### config.mk
export PLATFORM = sky130hd
export DESIGN_NAME = uart_transmitter
export DESIGN_NICKNAME = d
export VERILOG_FILES = /design/src/rtl/uart_transmitter.sv
export SDC_FILE = /design/constraint.sdc
export NUM_CORES = 1
export LEC_CHECK = 0
export CAP_MARGIN = 20
export CORE_UTILIZATION = 30
export DETAILED_ROUTE_END_ITERATION = 8
export PLACE_DENSITY_LB_ADDON = 0.12
export SETUP_SLACK_MARGIN = 0.05
export SLEW_MARGIN = 0
export SYNTH_ARGS = -nofsm -noshare
export SYNTH_HDL_FRONTEND = slang
export SYNTH_SLANG_ARGS = --single-unit
export TNS_END_PERCENT = 10
### constraint.sdc
create_clock -name clk -period 2.4 [get_ports clk]
set_clock_uncertainty 0.05 [all_clocks]
set_input_delay 0.24 -clock clk [delete_from_list [all_inputs] [get_ports clk]]
set_output_delay 0.24 -clock clk [all_outputs]
set_load 0.03 [all_outputs]
### src/rtl/uart_transmitter.sv
// UART transmit path: a one-byte holding buffer feeds an 8-data, even-parity,
// 1-stop serializer timed by a 16x oversample enable from baud_controller.

module baud_controller (
  input  logic       clk,
  input  logic       reset,
  input  logic [2:0] baud_select,
  output logic       sample_enable_c
);

  localparam int unsigned CNT_W = 14;

  logic [CNT_W-1:0] cnt_q, cnt_d;
  logic [CNT_W-1:0] limit_c;

  // Terminal counts for a 50 MHz clock at 16x the selected baud rate (300 .. 115200)
  always_comb begin
    limit_c = CNT_W'(10416);
    case (baud_select)
      3'd0: limit_c = CNT_W'(10416);
      3'd1: limit_c = CNT_W'(2603);
      3'd2: limit_c = CNT_W'(650);
      3'd3: limit_c = CNT_W'(325);
      3'd4: limit_c = CNT_W'(162);
      3'd5: limit_c = CNT_W'(80);
      3'd6: limit_c = CNT_W'(53);
      3'd7: limit_c = CNT_W'(26);
    endcase
    // >= lets a rate change mid-count wrap cleanly instead of running to overflow
    sample_enable_c = (cnt_q >= limit_c);
    cnt_d           = sample_enable_c ? '0 : cnt_q + CNT_W'(1);
  end

  always_ff @(posedge clk or posedge reset) begin
    if (reset) begin
      cnt_q <= '0;
    end else begin
      cnt_q <= cnt_d;
    end
  end

endmodule

module uart_transmitter #(
  parameter int unsigned TICKS_PER_BIT = 16,
  parameter int unsigned DATA_BITS     = 8
) (
  input  logic       clk,
  input  logic       reset,
  input  logic [2:0] baud_select,
  input  logic       Tx_EN,
  input  logic       Tx_WR,
  input  logic [7:0] Tx_DATA,
  output logic       TxD,
  output logic       Tx_BUSY,
  output logic       Tx_READY
);

  localparam int unsigned BYTE_W = 8;
  localparam int unsigned TICK_W = (TICKS_PER_BIT > 1) ? $clog2(TICKS_PER_BIT) : 1;
  localparam int unsigned BIT_W  = $clog2(DATA_BITS);
  localparam logic [TICK_W-1:0] TICK_LAST = TICK_W'(TICKS_PER_BIT - 1);
  localparam logic [BIT_W-1:0]  BIT_LAST  = BIT_W'(DATA_BITS - 1);

  typedef enum logic [2:0] {
    S_IDLE,
    S_START,
    S_DATA,
    S_PARITY,
    S_STOP
  } state_e;

  state_e              state_q, state_d;
  logic [TICK_W-1:0]   tick_q, tick_d;
  logic [BIT_W-1:0]    bit_q, bit_d;
  logic [BYTE_W-1:0]   shift_q, shift_d;
  logic                parity_q, parity_d;
  logic [BYTE_W-1:0]   buf_q, buf_d;
  logic                buf_full_q, buf_full_d;
  logic                txd_q, txd_d;
  logic                busy_q, busy_d;
  logic                ready_q, ready_d;
  logic                baud_en_c;
  logic                bit_end_c;
  logic                load_c;
  logic                accept_c;

  baud_controller u_baud (
    .clk             (clk),
    .reset           (reset),
    .baud_select     (baud_select),
    .sample_enable_c (baud_en_c)
  );

  // Next-state, buffer and output decode
  always_comb begin
    state_d    = state_q;
    tick_d     = tick_q;
    bit_d      = bit_q;
    shift_d    = shift_q;
    parity_d   = parity_q;
    buf_d      = buf_q;
    buf_full_d = buf_full_q;
    load_c     = 1'b0;
    accept_c   = Tx_EN && Tx_WR && !buf_full_q;
    bit_end_c  = baud_en_c && (tick_q == TICK_LAST);

    if (state_q != S_IDLE && baud_en_c) begin
      tick_d = bit_end_c ? '0 : tick_q + TICK_W'(1);
    end

    case (state_q)
      S_IDLE: begin
        load_c = buf_full_q && Tx_EN;
      end
      S_START: begin
        if (bit_end_c) begin
          state_d = S_DATA;
          bit_d   = '0;
        end
      end
      S_DATA: begin
        if (bit_end_c) begin
          shift_d = {1'b0, shift_q[BYTE_W-1:1]};
          if (bit_q == BIT_LAST) begin
            state_d = S_PARITY;
          end else begin
            bit_d = bit_q + BIT_W'(1);
          end
        end
      end
      S_PARITY: begin
        if (bit_end_c) begin
          state_d = S_STOP;
        end
      end
      S_STOP: begin
        if (bit_end_c) begin
          if (buf_full_q && Tx_EN) begin
            load_c = 1'b1;
          end else begin
            state_d = S_IDLE;
          end
        end
      end
      default: begin
        state_d = S_IDLE;
      end
    endcase

    // Load and accept are exclusive: load needs a full buffer, accept an empty one
    if (load_c) begin
      state_d    = S_START;
      tick_d     = '0;
      shift_d    = buf_q;
      parity_d   = ^buf_q;
      buf_full_d = 1'b0;
    end
    if (accept_c) begin
      buf_d      = Tx_DATA;
      buf_full_d = 1'b1;
    end

    case (state_q)
      S_START:  txd_d = 1'b0;
      S_DATA:   txd_d = shift_q[0];
      S_PARITY: txd_d = parity_q;
      default:  txd_d = 1'b1;
    endcase
    busy_d  = (state_d != S_IDLE);
    ready_d = !buf_full_d;
  end

  always_ff @(posedge clk or posedge reset) begin
    if (reset) begin
      state_q    <= S_IDLE;
      tick_q     <= '0;
      bit_q      <= '0;
      shift_q    <= '0;
      parity_q   <= 1'b0;
      buf_q      <= '0;
      buf_full_q <= 1'b0;
      txd_q      <= 1'b1;
      busy_q     <= 1'b0;
      ready_q    <= 1'b1;
    end else begin
      state_q    <= state_d;
      tick_q     <= tick_d;
      bit_q      <= bit_d;
      shift_q    <= shift_d;
      parity_q   <= parity_d;
      buf_q      <= buf_d;
      buf_full_q <= buf_full_d;
      txd_q      <= txd_d;
      busy_q     <= busy_d;
      ready_q    <= ready_d;
    end
  end

  assign TxD      = txd_q;
  assign Tx_BUSY  = busy_q;
  assign Tx_READY = ready_q;

endmodule
==> Yosys cells after proc, flatten, opt, wreduce, memory -nomap -nowiden <==
Memory sizes are Yosys's and may differ from the RTL's.
Index checks and enable logic that the tools add are counted.
{ "word_totals": {"in_bits": 15, "romBits": 96, "reg_bits": 45, "n_memories": 1} }
{ "op_classes": {"muxes": 25, "n_eq_ne": 9, "n_addsub": 3, "reduce_logical": 17, "magnitude_cmp": 1} }
{ "mem_list": {"columns": ["memory", "words", "width", "read_ports", "rd_clocked_by_memory_dff", "wr", "line", "source"], "rows": [
  ["(name not given)", 8, 12, 1, 0, 0, "19", "case (baud_select)"]
]} }
{ "ops": {"columns": ["operator", "n"], "rows": [
  ["two-way mux 3 bit", 10],
  ["two-way mux 8 bit", 3],
  ["one-hot mux 3 bit (5 select lines)", 1],
  ["adder 14 x 1 -> 14 bit, second input constant", 1],
  [">= comparator 14 bit", 1],
  ["two-way mux 14 bit", 1],
  ["two-way mux 4 bit", 3],
  ["nonzero test 2 bit", 4],
  ["parity 8 bit", 1],
  ["equality test 3 x 2 -> 1 bit, second input constant", 2],
  ["equality test 3 bit, second input constant", 2],
  ["inequality test 2 bit, second input constant", 3],
  ["one-hot mux 3 bit (2 select lines)", 1],
  ["nonzero test 3 bit", 2],
  ["logical AND 1 bit", 5],
  ["adder 4 x 1 -> 4 bit, second input constant", 1],
  ["equality test 4 bit, second input constant", 1],
  ["two-way mux 1 bit", 4],
  ["AND reduction 4 bit", 1],
  ["adder 3 x 1 -> 3 bit, second input constant", 1],
  ["equality test 3 x 1 -> 1 bit, second input constant", 1],
  ["logical NOT 3 bit", 1],
  ["one-hot mux 1 bit (3 select lines)", 1],
  ["logical NOT 1 bit", 2],
  ["other kinds (2)", 2]
]} }

==> Depth between registers and ports, before layout <==
Gate-level depths: netlist (run 1).
An unclocked memory read counts as a cell.
{ "logic_depth": {"depth_word": 8, "depth_mapped": 12, "depth_no_buf": 11} }

==> Modules after synthesis <==
Synthesis (run 1) repeated with hierarchy kept, for this count alone.
{ "unflattened": {"cells_unflattened": 260, "area_unflattened_um2": 2753.9} }
{ "by_module_without_submodules": {"columns": ["mod", "area_per_inst_um2", "n_inst", "cells_per_inst"], "rows": [
  ["uart_transmitter", 1524.0, 1, 132],
  ["baud_controller", 1229.9, 1, 128]
]} }

==> Worst setup path before layout (run 1) <==
OpenSTA, ideal clock, no wires.
{ "synth_path": {"path_kind": "input port to flip-flop", "startpoint": "in baud_select[2]", "endpoint": "reg shift_q[0]", "stages": 12, "path_buffers": 2, "required_ns": 2.232, "arrival_ns": 2.540, "setup_slack_ns": -0.308, "cell_sequence": "clkbuf_1 -> inv_1 -> nand2_1 -> a21boi_0 -> ha_1 -> nand4_1 -> o21ai_0 -> a211oi_4 -> o211ai_2 -> buf_2 -> a22o_1 -> a21o_1"} }
{ "synth_between": {"elab_chain_len": 7, "elab_cells_between_ends": 9, "cone_classes": "order compare (1); mux (3); reduce/logical (4); memory (1)"} }
{ "synth_rtl": {"columns": ["element", "line", "source"], "rows": [
  ["start, declared", "50", "input logic [2:0] baud_select,"],
  ["memory (8 x 12 bit) (*)", null, null],
  [">= comparator 14 bit (*)", "30", "sample_enable_c = (cnt_q >= limit_c);"],
  ["logical AND 1 bit (*)", "106", "bit_end_c = baud_en_c && (tick_q == TICK_LAST);"],
  ["two-way mux 1 bit", "138", "if (bit_end_c) begin"],
  ["one-hot mux 1 bit (2 select lines)", "112", "case (state_q)"],
  ["nonzero test 2 bit (no line)", null, null],
  ["AND reduction 2 bit (no line)", null, null],
  ["end signal, assigned", "190", "shift_q <= shift_d;"],
  ["end, declared", "76", "logic [BYTE_W-1:0] shift_q, shift_d;"]
]} }
Every way passes the cells marked *; elsewhere a longest branch is shown, timed or not.
A chain may end at the register's enable or synchronous reset.

==> Final worst setup path (run 1) <==
{ "layout_path": {"startpoint": "in baud_select[0]", "endpoint": "reg shift_q[7]"} }
The elaborated chain is that of the path after synthesis.

==> metrics, run 1 <==
outcome finished, final reports clean; Worst Setup End Kind flop; Post-synth EDFFs 0; share of the synthesized area in the top cell type 40.99%; Critical Path Start Type primary input; fraction of registers with async set or reset after synthesis 100.0%; gpl congestion 0.7792; critical path data required time 2.54 ns; cell total after placement 400; source-to-sink clock delay at the later pin of the worst-skew pair 0.30 ns; worst hold margin 0.1802 ns; most area-consuming cells after synthesis sky130_fd_sc_hd__dfrtp_1 41%, sky130_fd_sc_hd__ha_1 11%, sky130_fd_sc_hd__xnor2_1 4.3%; post-route DRC violation count 0; proportion of layout cells with a drive suffix above 1 27.10%; maximum number of buffers from clock root to sink 2; via total after detailed routing 1999; synthesis-to-layout area growth 31.17%; overall overflow remaining after global route 0; initial antenna violation count 0; count of input and output buffers 17; clock root cell sky130_fd_sc_hd__clkbuf_8; tightest slew margin relative to the limit 68.37%; clock tree sinks 45; area of the die 9128 µm²; power density over the cells 865.4 nW/µm²; Via-to-Cell Ratio 4.817; starting density of the core 31.47%; cell type of the slowest stage on the worst timing path sky130_fd_sc_hd__a2111oi_4; cells along the critical path buf_8, inv_4, ha_4, nand2_2, a21boi_2, ha_1, nand4_1, buf_4, o21ai_4, a211oi_4, buf_12, a2111oi_4, nor2_2, buf_6, a22o_1; leakage power figure 0.001608 µW; CTS tree built; Routed Wire Length 5655 µm; slack of the worst reg-to-reg path 0.06 ns; IO Pins 18; IR drop worst, VDD 0.2342 mV; leading post-synthesis cells by instance count 43 x sky130_fd_sc_hd__dfrtp_1, 26 x sky130_fd_sc_hd__nor2_1, 23 x sky130_fd_sc_hd__ha_1; n_diodes 0; Seq/Total Area, Yosys 42.99%; area of the core 8341 µm²; # nets final 347; number of violations reported at the end of detailed-routing iteration 0 82; GRT Resource Usage Total 13.80%; global-route wire length before repair 9597 µm; standard-cell row count 33; pin slew with the least headroom to its limit 0.4727 ns; total clock buffers created by CTS 5; worst setup path category in -> reg; largest net degree at the start of global routing 22; data arrival time of the critical path 2.53 ns; Final Max Tran Viols 0; hpwl dp 4150 µm; largest fanout of any net on the critical path 8; cell type contributing the most total cell area after synthesis sky130_fd_sc_hd__dfrtp_1; Avg Synthesized Cell Area 10.50 µm²; first-pass iteration count of the detailed router 4; post-CTS clock slew at the launch and capture registers of the worst setup and hold paths 0.08 ns; overall die width 95.54 µm; Yosys Warn Count 0; reported max-cap violation count 0; Period Utilization, post-route 99.73%; number of endpoints failing setup at the final stage 0; number of H-tree levels 2; overall power consumption 2980 µW; post-synthesis instance area 2625 µm²; number of hold-slack violations in the final timing report 0; number of instances in the synthesized netlist 250; timing-limited maximum frequency 0.4178 GHz; hold_buf cts 0; class of the tightest hold or removal check in -> async; remaining antenna violation count 0; Cell variety after synth 48; syn_nets 288; most frequent cell after synthesis sky130_fd_sc_hd__dfrtp_1; unrepaired setup endpoints after global routing true; vertical die dimension 95.54 µm; primary flip-flop cell chosen by synthesis mapping sky130_fd_sc_hd__dfrtp_1; via count of the first global-routing pass 1925; #FFs+latches synth 45; minimum period implied by the final worst setup slack 2.393 ns; routed len/inst 13.63 µm; non-filler cells in the finished layout 415; Slowest Stage Delay on Critical Path 0.40 ns; final-layout fill cell count 828
-- power breakdown --
part	internal [µW]	switching, µW
clock network	202	254
logic	699	616
registers	1010	197
total	1910	1070
-- metal layers --
layer	share of wire, %	global-route usage (%)
met1	55	21.74
met2	41	18.69
met3	2.7	2.632
met4	0.80	3.731
met5	0	0
-- through the flow --
| step | instance area [µm²] | utilization (%) | setup slack, ns | setup TNS [ns] |
|---|---|---|---|---|
| detailed placement | 3221 | 38.61 | -0.8090 | -23.56 |
| CTS | 3410 | 40.88 | 0.03301 | 0 |
| floorplan | 2678 | - | -0.06081 | -0.4256 |
| global route | 3443 | 41.28 | -0.1334 | -1.219 |
| global placement | 3221 | 38.61 | -0.7710 | -23.03 |
| finish | 3443 | 41.28 | 0.006575 | 0 |
-- final timing paths --
path | startpoint | to | cells past startpoint
max | baud_select[0] | shift_q[7]$_DFFE_PP0P_ | 15
min | reset | tick_q[2]$_DFFE_PP0P_ | 2
max reg2reg | u_baud.cnt_q[4]$_DFF_PP0_ | shift_q[7]$_DFFE_PP0P_ | 10
min reg2reg | shift_q[0]$_DFFE_PP0P_ | shift_q[0]$_DFFE_PP0P_ | 1
max in group asynchronous | reset | TxD$_DFF_PP1_ | 3
min in group clk | shift_q[0]$_DFFE_PP0P_ | shift_q[0]$_DFFE_PP0P_ | 1
-- cells by family (layout without fill, tap and decap cells) --
family / after synthesis / in the layout / synth area share [%]
adders and majority gates: 23 / 23 / 10.96
and+or+nand+nor: 79 / 79 / 15.49
xor gates and xnor gates: 22 / 22 / 7.341
buffers and inverters: 18 / 77 / 2.907
DFF: 45 / 45 / 42.99
muxes: 10 / 10 / 4.195
AOI/OAI and AO/OA: 53 / 54 / 16.11
-- state kept, by name (all words and copies together), names as in the netlist, 3 cells and up --
signal	flops
bit_q	3
buf_q	8
shift_q	8
state_q	3
tick_q	4
u_baud.cnt_q	14
-- layout by cell type, fill, tap and decap left out, types with 4 or more instances in the layout --
master | synthesis | routed
sky130_fd_sc_hd__xnor2_1 | 13 | 13
sky130_fd_sc_hd__nand4_1 | 5 | 5
sky130_fd_sc_hd__o21ai_0 | 6 | 5
sky130_fd_sc_hd__nand2b_1 | 4 | 4
sky130_fd_sc_hd__nand3_1 | 7 | 7
sky130_fd_sc_hd__mux2_2 | 8 | 8
sky130_fd_sc_hd__buf_4 | 0 | 34
sky130_fd_sc_hd__a21o_1 | 9 | 9
sky130_fd_sc_hd__buf_6 | 1 | 4
sky130_fd_sc_hd__clkbuf_8 | 0 | 5
sky130_fd_sc_hd__ha_1 | 23 | 22
sky130_fd_sc_hd__a22o_1 | 8 | 8
sky130_fd_sc_hd__dfrtp_1 | 43 | 43
sky130_fd_sc_hd__nor2_1 | 26 | 25
sky130_fd_sc_hd__a21oi_1 | 10 | 8
sky130_fd_sc_hd__nand2_1 | 22 | 20
sky130_fd_sc_hd__clkdlybuf4s50_1 | 0 | 14
sky130_fd_sc_hd__xor2_1 | 9 | 9
sky130_fd_sc_hd__inv_1 | 12 | 8
-- worst max-delay path, delay by kind of cell --
family,cells,cell delay (ns)
AND/OR/NAND/NOR,3,0.23
AO/OA/AOI/OAI,5,0.96
buffers and inverters,5,0.55
adder cells (fa/ha/maj),2,0.54
-- cell type report --
class | count | area (µm²) | area share [%]
sequential | 45 | 1129 | 32.78
multi-input combinational | 188 | 1530 | 44.44
inverter | 12 | 50.05 | 1.453
timing repair buffer | 57 | 520.5 | 15.12
clock buffer | 6 | 72.57 | 2.108
tap | 105 | 131.4 | 3.815
clock inverter | 2 | 10.01 | 0.2907
-- what timing repair did --
action                                  CTS  global route
endpoints found under the hold margin     0             0
resized for setup                        30             3
endpoints found under the setup margin   36            20
setup buffers                             3             3
cloned                                    1             0
pin swaps                                13             9
No activity file was read; power rests on OpenSTA's default activity.
==> inputs of run 2 (changes only) <==
--- a/config.mk
+++ b/config.mk
@@ -5,6 +5,7 @@
 export SDC_FILE = /design/constraint.sdc
 export NUM_CORES = 1
 export LEC_CHECK = 0
+export ABC_AREA = 1
 export CAP_MARGIN = 20
 export CORE_UTILIZATION = 30
 export DETAILED_ROUTE_END_ITERATION = 8
==> run 2 against run 1 <==
Count of clock-buffer cells in the layout is the same; global-route usage is 0.84 points lower; register-to-register slack gained 0.33 ns; sequential share of layout area rose by 0.86 points; clock power increased by 6.8%; wire length down 2.8%; area after synthesis is 4.3% higher; non-clock buffer count fell by 16; highest routed layer unchanged.
==> metrics, run 2 <==
first-pass iteration count of the detailed router 4; Yosys Warn Count 0; most frequent cell after synthesis sky130_fd_sc_hd__nand2_1; flip-flop count of the largest register after layout 14; summed negative setup slack over all endpoints 0 ns; tightest slew margin relative to the limit 68.51%; largest registers ranked by flip-flop count u_baud.cnt_q x14, buf_q x8, shift_q x8; # nets final 428; final-layout fill cell count 926; proportion of layout cells with a drive suffix above 1 16.67%; family with the most delay on the worst path simple AND/OR/NAND/NOR gates; register with the most flip-flops u_baud.cnt_q; CTS tree built; fraction of registers with async set or reset after synthesis 100.0%; Slowest Stage Delay on Critical Path 0.30 ns; post-synthesis instance area 2739 µm²; Period Utilization, post-route 87.94%; Reg2Reg Depth 12; Placement Setup Slack -0.5256 ns; largest fanout of any net on the critical path 8; synthesis-to-layout area growth 22.52%; share of the synthesized area in the top cell type 39.29%; Post-synth EDFFs 0; Buffers & Inverters on Critical Path 4; slack of the worst reg-to-reg path 0.39 ns; data arrival time of the critical path 2.25 ns; syn_nets 384; Avg Synthesized Cell Area 7.916 µm²; pin slew with the least headroom to its limit 0.4717 ns; clock root cell sky130_fd_sc_hd__clkbuf_8; post-CTS clock slew at the launch and capture registers of the worst setup and hold paths 0.09 ns; number of instances in the synthesized netlist 346; hpwl dp 4343 µm; source-to-sink clock delay at the later pin of the worst-skew pair 0.30 ns; number of H-tree levels 2; largest net degree at the start of global routing 26; timing-limited maximum frequency 0.4738 GHz; worst setup path category in -> reg; area of the die 9516 µm²; Final Worst Setup Slack 0.2894 ns; worst hold margin 0.2243 ns; minimum period implied by the final worst setup slack 2.111 ns; n_diodes 0; cell type of the slowest stage on the worst timing path sky130_fd_sc_hd__or2_2; clock tree sinks 45; routed len/inst 11.03 µm; number of endpoints failing setup at the final stage 0; IO Pins 18; power density over the cells 711.5 nW/µm²; leading post-synthesis cells by instance count 105 x sky130_fd_sc_hd__nand2_1, 47 x sky130_fd_sc_hd__inv_1, 43 x sky130_fd_sc_hd__dfrtp_1; #FFs+latches synth 45; vertical die dimension 97.55 µm; reported max-cap violation count 0; dominant cell type by count on the critical path sky130_fd_sc_hd__nand2_1; critical path data required time 2.53 ns; overall power consumption 2388 µW; outcome finished, final reports clean; initial antenna violation count 0; Critical Path Start Type primary input; IR drop worst, VDD 0.4231 mV; post-route DRC violation count 0; number of hold-slack violations in the final timing report 0; starting density of the core 31.25%; leakage power figure 0.001690 µW; Worst Setup End Kind flop; leading cell types in the layout, fill and taps excluded 101 x sky130_fd_sc_hd__nand2_1, 43 x sky130_fd_sc_hd__dfrtp_1, 42 x sky130_fd_sc_hd__inv_1; remaining antenna violation count 0; terminus of the critical flop-to-flop path tick_q[2]$_DFFE_PP0P_; global-route wire length before repair 10120 µm; via count of the first global-routing pass 2245; most common library cell in the layout ignoring fill and taps sky130_fd_sc_hd__nand2_1; primary flip-flop cell chosen by synthesis mapping sky130_fd_sc_hd__dfrtp_1; cells along the critical path clkbuf_2, inv_2, ha_4, or2_2, nand2_1, inv_1, ha_1, nand2_1, nor2_2, nand2_1, nand3_1, nand2_2, nand3_4, nand2_8, nand2_4, nand2_4, buf_6, and3_1; standard-cell row count 34; overall overflow remaining after global route 0; Via-to-Cell Ratio 4.442; Final Max Tran Viols 0; cell total after placement 489; unrepaired setup endpoints after global routing false; Seq/Total Area, Yosys 41.21%; maximum number of buffers from clock root to sink 2; GRT Resource Usage Total 12.95%; overall die width 97.55 µm; cell type contributing the most total cell area after synthesis sky130_fd_sc_hd__dfrtp_1; number of violations reported at the end of detailed-routing iteration 0 46; count of input and output buffers 17; area of the core 8763 µm²; most area-consuming cells after synthesis sky130_fd_sc_hd__dfrtp_1 39%, sky130_fd_sc_hd__nand2_1 14%, sky130_fd_sc_hd__ha_1 11%; Routed Wire Length 5495 µm; gpl congestion 0.8297; via total after detailed routing 2212; total clock buffers created by CTS 5; class of the tightest hold or removal check in -> async; non-filler cells in the finished layout 498; r2r startpoint u_baud.cnt_q[5]$_DFF_PP0_; Cell variety after synth 36
-- run 2: metrics by stage --
step           utilization, %  instance area, µm²
2_1_floorplan               -                2740
3_3_place_gp            36.48                3197
3_5_place_dp            36.48                3197
4_1_cts                 38.15                3343
5_1_grt                 38.29                3356
6_report                38.29                3356
-- run 2: worst max path at each step --
stage,endpoint,from,slack (ns),depth (start not counted)
floorplan,tick_q[2]$_DFFE_PP0P_,baud_select[0],0.09,17
global placement,Tx_BUSY$_DFF_PP0_,baud_select[0],-0.49,19
detailed placement,buf_full_q$_DFF_PP0_,baud_select[0],-0.53,19
CTS,bit_q[2]$_DFFE_PP0P_,baud_select[2],0.06,19
global route,bit_q[2]$_DFFE_PP0P_,baud_select[0],0.12,20
finish,tick_q[2]$_DFFE_PP0P_,baud_select[0],0.29,18
-- run 2: cell type report --
| cell class | instances | area (µm²) | share of cell area (%) |
|---|---|---|---|
| clock buffers | 6 | 82.58 | 2.461 |
| clock inverters | 1 | 7.507 | 0.2237 |
| inverters | 50 | 190.2 | 5.667 |
| multi-input cells | 247 | 1441 | 42.95 |
| flip-flops and latches | 45 | 1129 | 33.63 |
| well taps | 108 | 135.1 | 4.027 |
| repair buffers | 41 | 370.4 | 11.04 |
-- run 2: timing repair --
| action | in CTS | in global routing |
|---|---|---|
| hold buffers | 0 | 0 |
| gates cloned | 0 | 0 |
| setup endpoints to repair | 30 | 21 |
| pin swaps | 4 | 3 |
| buffers inserted | 1 | 1 |
| gates resized for setup | 18 | 10 |
-- run 2: where the power goes --
group          switching, µW  internal (µW)  total, µW
clock network            259            228        487
logic                    432            382        814
registers                160            928       1090
total                    850           1540       2390
-- run 2: layer usage --
layer / share of wire, % / global-route usage, % / up-vias
met5: 0 / 0 / -
met4: 1.4 / 4.299 / 0
met3: 2.5 / 2.662 / 8
met2: 50 / 23.02 / 19
met1: 46 / 15.48 / 1007
li1: - / - / 1178
-- run 2: worst register-to-register path: cells and delay by family, from the launching register on --
kind	cells	cell delay, ns
simple gates	10	0.93
flops	1	0.46
fa+ha+maj	1	0.33
buf+inv	1	0.14
-- run 2: cells by family (layout without fill, tap and decap cells) --
logic type / count (synthesis) / in the layout / share of synthesized area [%]
adder cells (fa/ha/maj): 23 / 23 / 10.51
buffers and inverters: 54 / 98 / 7.766
flip-flops: 45 / 45 / 41.21
AND/OR/NAND/NOR: 186 / 186 / 31.34
AO/OA/AOI/OAI: 28 / 28 / 5.985
XOR/XNOR: 10 / 10 / 3.198
